==> src/rtl/stch_stream_ctrl.sv <==
// Stream sequencer for the shared stochastic-number datapath: double-buffered
// per-channel probabilities compared against one reseedable Galois LFSR.
`timescale 1ns/1ps
module stch_stream_ctrl #(
  parameter int unsigned ND    = 8,
  parameter int unsigned NCH   = 4,
  parameter int unsigned LEN_W = 16,
  parameter logic [7:0]  SEED  = 8'h01,
  localparam int unsigned CH_W = (NCH > 1) ? $clog2(NCH) : 1
) (
  input  logic             i_clk,
  input  logic             i_rst_n,
  input  logic             i_ld_valid,
  output logic             o_ld_ready,
  input  logic [CH_W-1:0]  i_ld_ch,
  input  logic [ND-1:0]    i_ld_d,
  input  logic             i_start,
  input  logic [LEN_W-1:0] i_len,
  input  logic             i_abort,
  output logic [NCH-1:0]   o_s,
  output logic             o_s_valid,
  input  logic             i_s_ready,
  output logic             o_init_out,
  output logic             o_busy,
  output logic             o_done
);

  typedef enum logic [1:0] {StIdle, StPrime, StRun, StFin} state_e;

  state_e                    r_state;
  state_e                    w_state_d;
  logic [7:0]                r_lfsr;
  logic [7:0]                w_lfsr_step;
  logic [LEN_W-1:0]          r_len_cnt;
  logic [NCH-1:0][ND-1:0]    r_shadow;
  logic [NCH-1:0][ND-1:0]    r_active;
  logic                      w_beat;

  assign w_lfsr_step = r_lfsr[0] ? ((r_lfsr >> 1) ^ 8'hB8) : (r_lfsr >> 1);
  assign w_beat      = (r_state == StRun) && i_s_ready;

  always_comb begin
    w_state_d = r_state;
    unique case (r_state)
      StIdle:  if (i_start) w_state_d = StPrime;
      StPrime: begin
        if (i_abort)                w_state_d = StIdle;
        else if (r_len_cnt == '0)   w_state_d = StFin;
        else                        w_state_d = StRun;
      end
      StRun: begin
        // Abort wins over the last-beat move to FIN.
        if (i_abort)                                   w_state_d = StIdle;
        else if (i_s_ready && r_len_cnt == LEN_W'(1))  w_state_d = StFin;
      end
      StFin:   w_state_d = StIdle;
      default: w_state_d = StIdle;
    endcase
  end

  always_ff @(posedge i_clk or negedge i_rst_n) begin
    if (!i_rst_n) begin
      r_state   <= StIdle;
      r_lfsr    <= SEED;
      r_len_cnt <= '0;
      r_shadow  <= '0;
      r_active  <= '0;
    end else begin
      r_state <= w_state_d;
      if (r_state == StIdle && i_start) r_len_cnt <= i_len;
      if (r_state == StPrime) begin
        r_lfsr   <= SEED;
        r_active <= r_shadow;
      end
      if (w_beat) begin
        r_lfsr    <= w_lfsr_step;
        r_len_cnt <= r_len_cnt - LEN_W'(1);
      end
      if (i_ld_valid && o_ld_ready) r_shadow[i_ld_ch] <= i_ld_d;
    end
  end

  assign o_s_valid  = (r_state == StRun);
  assign o_init_out = (r_state == StPrime);
  assign o_ld_ready = (r_state != StPrime);
  assign o_busy     = (r_state != StIdle);
  assign o_done     = (r_state == StFin);

  // Full-scale probability saturates to always-one, since the LFSR never emits 0.
  always_comb begin
    o_s = '0;
    for (int i = 0; i < NCH; i++) begin
      o_s[i] = o_s_valid & ((r_active[i] > r_lfsr) | (r_active[i] == {ND{1'b1}}));
    end
  end

endmodule

==> config.mk <==
export PLATFORM = sky130hd
export DESIGN_NAME = stch_stream_ctrl
export DESIGN_NICKNAME = d
export VERILOG_FILES = /design/src/rtl/stch_stream_ctrl.sv
export SDC_FILE = /design/constraint.sdc
export NUM_CORES = 1
export LEC_CHECK = 0
export BUFFER_PORTS_ARGS = -buffer_cell sky130_fd_sc_hd__buf_2
export CORE_MARGIN = 10
export CORE_UTILIZATION = 59
export DETAILED_ROUTE_END_ITERATION = 10
export GPL_TIMING_DRIVEN = 0
export PLACE_DENSITY = 0.89
export SYNTH_ARGS = -nofsm -noshare
export SYNTH_HDL_FRONTEND = slang
export SYNTH_SLANG_ARGS = --single-unit
==> constraint.sdc <==
create_clock -name i_clk -period 2.37 [get_ports i_clk]
set_clock_uncertainty 0.2 [all_clocks]
set_input_delay 0.1185 -clock i_clk [delete_from_list [all_inputs] [get_ports i_clk]]
set_output_delay 0.1185 -clock i_clk [all_outputs]
set_load 0.01 [all_outputs]
==> impl_metrics.env <==
export IMPL_stdcell_count=641
export IMPL_die_w_microns=107.9
export IMPL_path_clk_slew_ns=0.11
export IMPL_slew_violations=0
export IMPL_synthCells=450
export IMPL_rsz0062_at_grt="yes"
export IMPL_syn_num_nets=517
export IMPL_cts_max_level=3
export IMPL_fp_dieH_microns=107.9
export IMPL_synth_top_area_share_pct=48.90
export IMPL_grt_overflow_total=0
export IMPL_drtIter0Drc=226
export IMPL_setup_slack_ns=-0.02398
export IMPL_vdd_drop_max_uv=618.8
export IMPL_powerDensity_nw_per_um2=939.4
export IMPL_ys_seq_elements=90
export IMPL_setup_viol=3
export IMPL_fp_coreArea_sq_um=7370
export IMPL_layout_min_cycle_time_ns=2.394
export IMPL_synth_warnings=0
export IMPL_rrSetupSlack_ns=0.18
export IMPL_numCtsBuffers=9
export IMPL_track_usage_pct=20.32
export IMPL_post_dp_hpwl_mm=8.029
export IMPL_nets=604
export IMPL_synthDistinctLibCells=45
export IMPL_grt_pass1_vias=3888
export IMPL_start_kind="flip-flop"
export IMPL_worst_slew_pin_transition_ns=0.6480
export IMPL_routedWlPerCell_microns=17.90
export IMPL_n_antenna_cell=0
export IMPL_fin_util_pct=74.62
export IMPL_grt_max_degree=65
export IMPL_cp_end_kind="output port"
export IMPL_status="complete, but fails checks"
export IMPL_netlist_top_cells_count="nand2_1 (105), dfrtp_1 (89), ha_1 (35)"
export IMPL_cts_tree="done"
export IMPL_clkLatencyLatePin_ns=0.38
export IMPL_worstPathArrival_ns=2.08
export IMPL_grt_pass1_wl_mm=18.97
export IMPL_drv_cap=0
export IMPL_start_util_pct=61.80
export IMPL_synth_ff_type="dfrtp_1"
export IMPL_drc_errors=0
export IMPL_slew_headroom_pct=56.56
export IMPL_synth_most_common_cell="nand2_1"
export IMPL_multi_input_area_sq_um=2217
export IMPL_hold_violations=0
export IMPL_fin_crit_sh_pct=101.0
export IMPL_layout_drive_gt1_share_pct=21.22
export IMPL_ff_latch_area_sq_um=2253
export IMPL_first_pass_iters=5
export IMPL_syn2layout_area_growth_pct=20.74
export IMPL_avgSynthCellArea_sq_um=10.12
export IMPL_ys_seq_area_share_pct=49.48
export IMPL_clock_sinks=90
export IMPL_dp_cells=590
export IMPL_cp_required_ns=2.05
export IMPL_portBuffers=40
export IMPL_gp_congestion=0.8678
export IMPL_antenna_found_initial=0
export IMPL_placed_area_sq_um=4908
export IMPL_via_per_inst=5.994
export IMPL_hold_path_class="in -> reg"
export IMPL_path_class="reg -> out"
export IMPL_violations="setup timing"
export IMPL_fp_row_count=31
export IMPL_ios=41
export IMPL_root_buffer="clkbuf_8"
export IMPL_yosys_top_cells_area="dfrtp_1 (49%), ha_1 (9.6%), nand2_1 (8.7%)"
export IMPL_fmax_ghz=0.4177
export IMPL_die_area_sq_um=11630
export IMPL_vias=3842
export IMPL_fin_area_sq_um=5499
export IMPL_path_max_fanout=5
export IMPL_p_leak_nw=2.540
export IMPL_fill_cells=482
export IMPL_synth_edff_count=0
export IMPL_synth_area_sq_um=4554
export IMPL_drt_wl_total_mm=11.47
export IMPL_whs_ns=0.01269
export IMPL_antenna_left=0
export IMPL_clock_path_buffers=2
export IMPL_yosysTopAreaCell="dfrtp_1"
export IMPL_async_flop_share_pct=100.0
final timing paths:
check / start / end / depth (start not counted)
worst max-delay path: r_lfsr[1]$_DFFE_PN0P_ / o_s[0] / 7
worst min-delay path: i_ld_ch[0] / r_shadow[7]$_DFFE_PN0P_ / 3
worst max register to register: r_state[1]$_DFFE_PN0P_ / r_shadow[5]$_DFFE_PN0P_ / 5
worst min register to register: r_shadow[14]$_DFFE_PN0P_ / r_active[14]$_DFFE_PN0P_ / 2
max in group asynchronous: i_rst_n / r_len_cnt[7]$_DFFE_PN0P_ / 4
min in group asynchronous: i_rst_n / r_lfsr[6]$_DFFE_PN0P_ / 3
metal layers:
layer  vias to the layer above  routed length, microns  global-route usage [%]
li1                       1777                       -                       -
met1                      1874                    4730                   24.35
met2                       153                    5691                   33.69
met3                        38                     716                   5.030
met4                         0                     334                   9.160
met5                         -                       0                       0
placed cells by master (no fill, tap or decap), types with 4 or more instances in the layout:
master         instances
dfrtp_1               89
mux2_2                32
o311a_1                4
a21oi_1               21
ha_1                  32
nand3_1               11
o211ai_1               8
nor2b_1                4
nor3_1                 4
clkbuf_8               9
nand2_1              105
o21ai_0               19
clkbuf_1              10
nand4_1               20
or3_1                  6
buf_2                 40
buf_4                  7
dlygate4sd3_1         28
nor2_1                13
inv_1                 15
flip-flops by register name (all words and copies together), names as in the netlist:
signal,count
r_active,32
r_lfsr,8
r_state,2
r_len_cnt,16
r_shadow,32
report_power, final:
group | switching (mW) | internal, mW
Clock | 0.644 | 0.419
Combinational | 0.924 | 0.810
Sequential | 0.390 | 1.98
what timing repair did:
item,in CTS,in global routing
pin swaps,3,8
hold buffers,28,0
hold endpoints to repair,140,0
gates resized for setup,2,13
setup endpoints to repair,5,22
buffers inserted,1,6
per-stage QoR:
stage          setup TNS (ns)  setup WS, ns  power, mW
5_1_grt               -0.2137      -0.07644      5.523
3_5_place_dp                0       0.06003      3.931
6_report             -0.03463      -0.02398      5.166
4_1_cts              -0.03981      -0.02003      5.038
3_3_place_gp                0        0.1879      3.752
2_1_floorplan               0        0.4375      3.405
final cells by class:
type	count	share of cell area, %
Timing Repair Buffer	76	10.31
Clock buffer	9	2.253
Clock inverter	7	1.388
Sequential cell	90	40.98
Buffer	17	1.297
Tap cell	99	2.253
Multi-Input combinational cell	326	40.32
Inverter	17	1.206
worst max-delay path: stages, from the launching register on:
cell      delay, ns
dfrtp_1        0.41
inv_4          0.09
ha_1           0.31
nor2b_1        0.14
o211ai_1       0.19
a21oi_1        0.09
o311a_1        0.32
buf_2          0.15
cells by family (layout without fill, tap and decap cells):
| kind of cell | count (synthesis) | in the layout | synth area share, % |
|---|---|---|---|
| muxes | 34 | 34 | 8.352 |
| xor gates and xnor gates | 3 | 3 | 0.5770 |
| AOI/OAI and AO/OA | 72 | 72 | 10.22 |
| DFF | 90 | 90 | 49.48 |
| buffers and inverters | 34 | 126 | 2.829 |
| adders and majority gates | 35 | 35 | 9.615 |
| and+or+nand+nor | 182 | 182 | 18.93 |
Note: power is estimated with default switching activity, not from simulation.
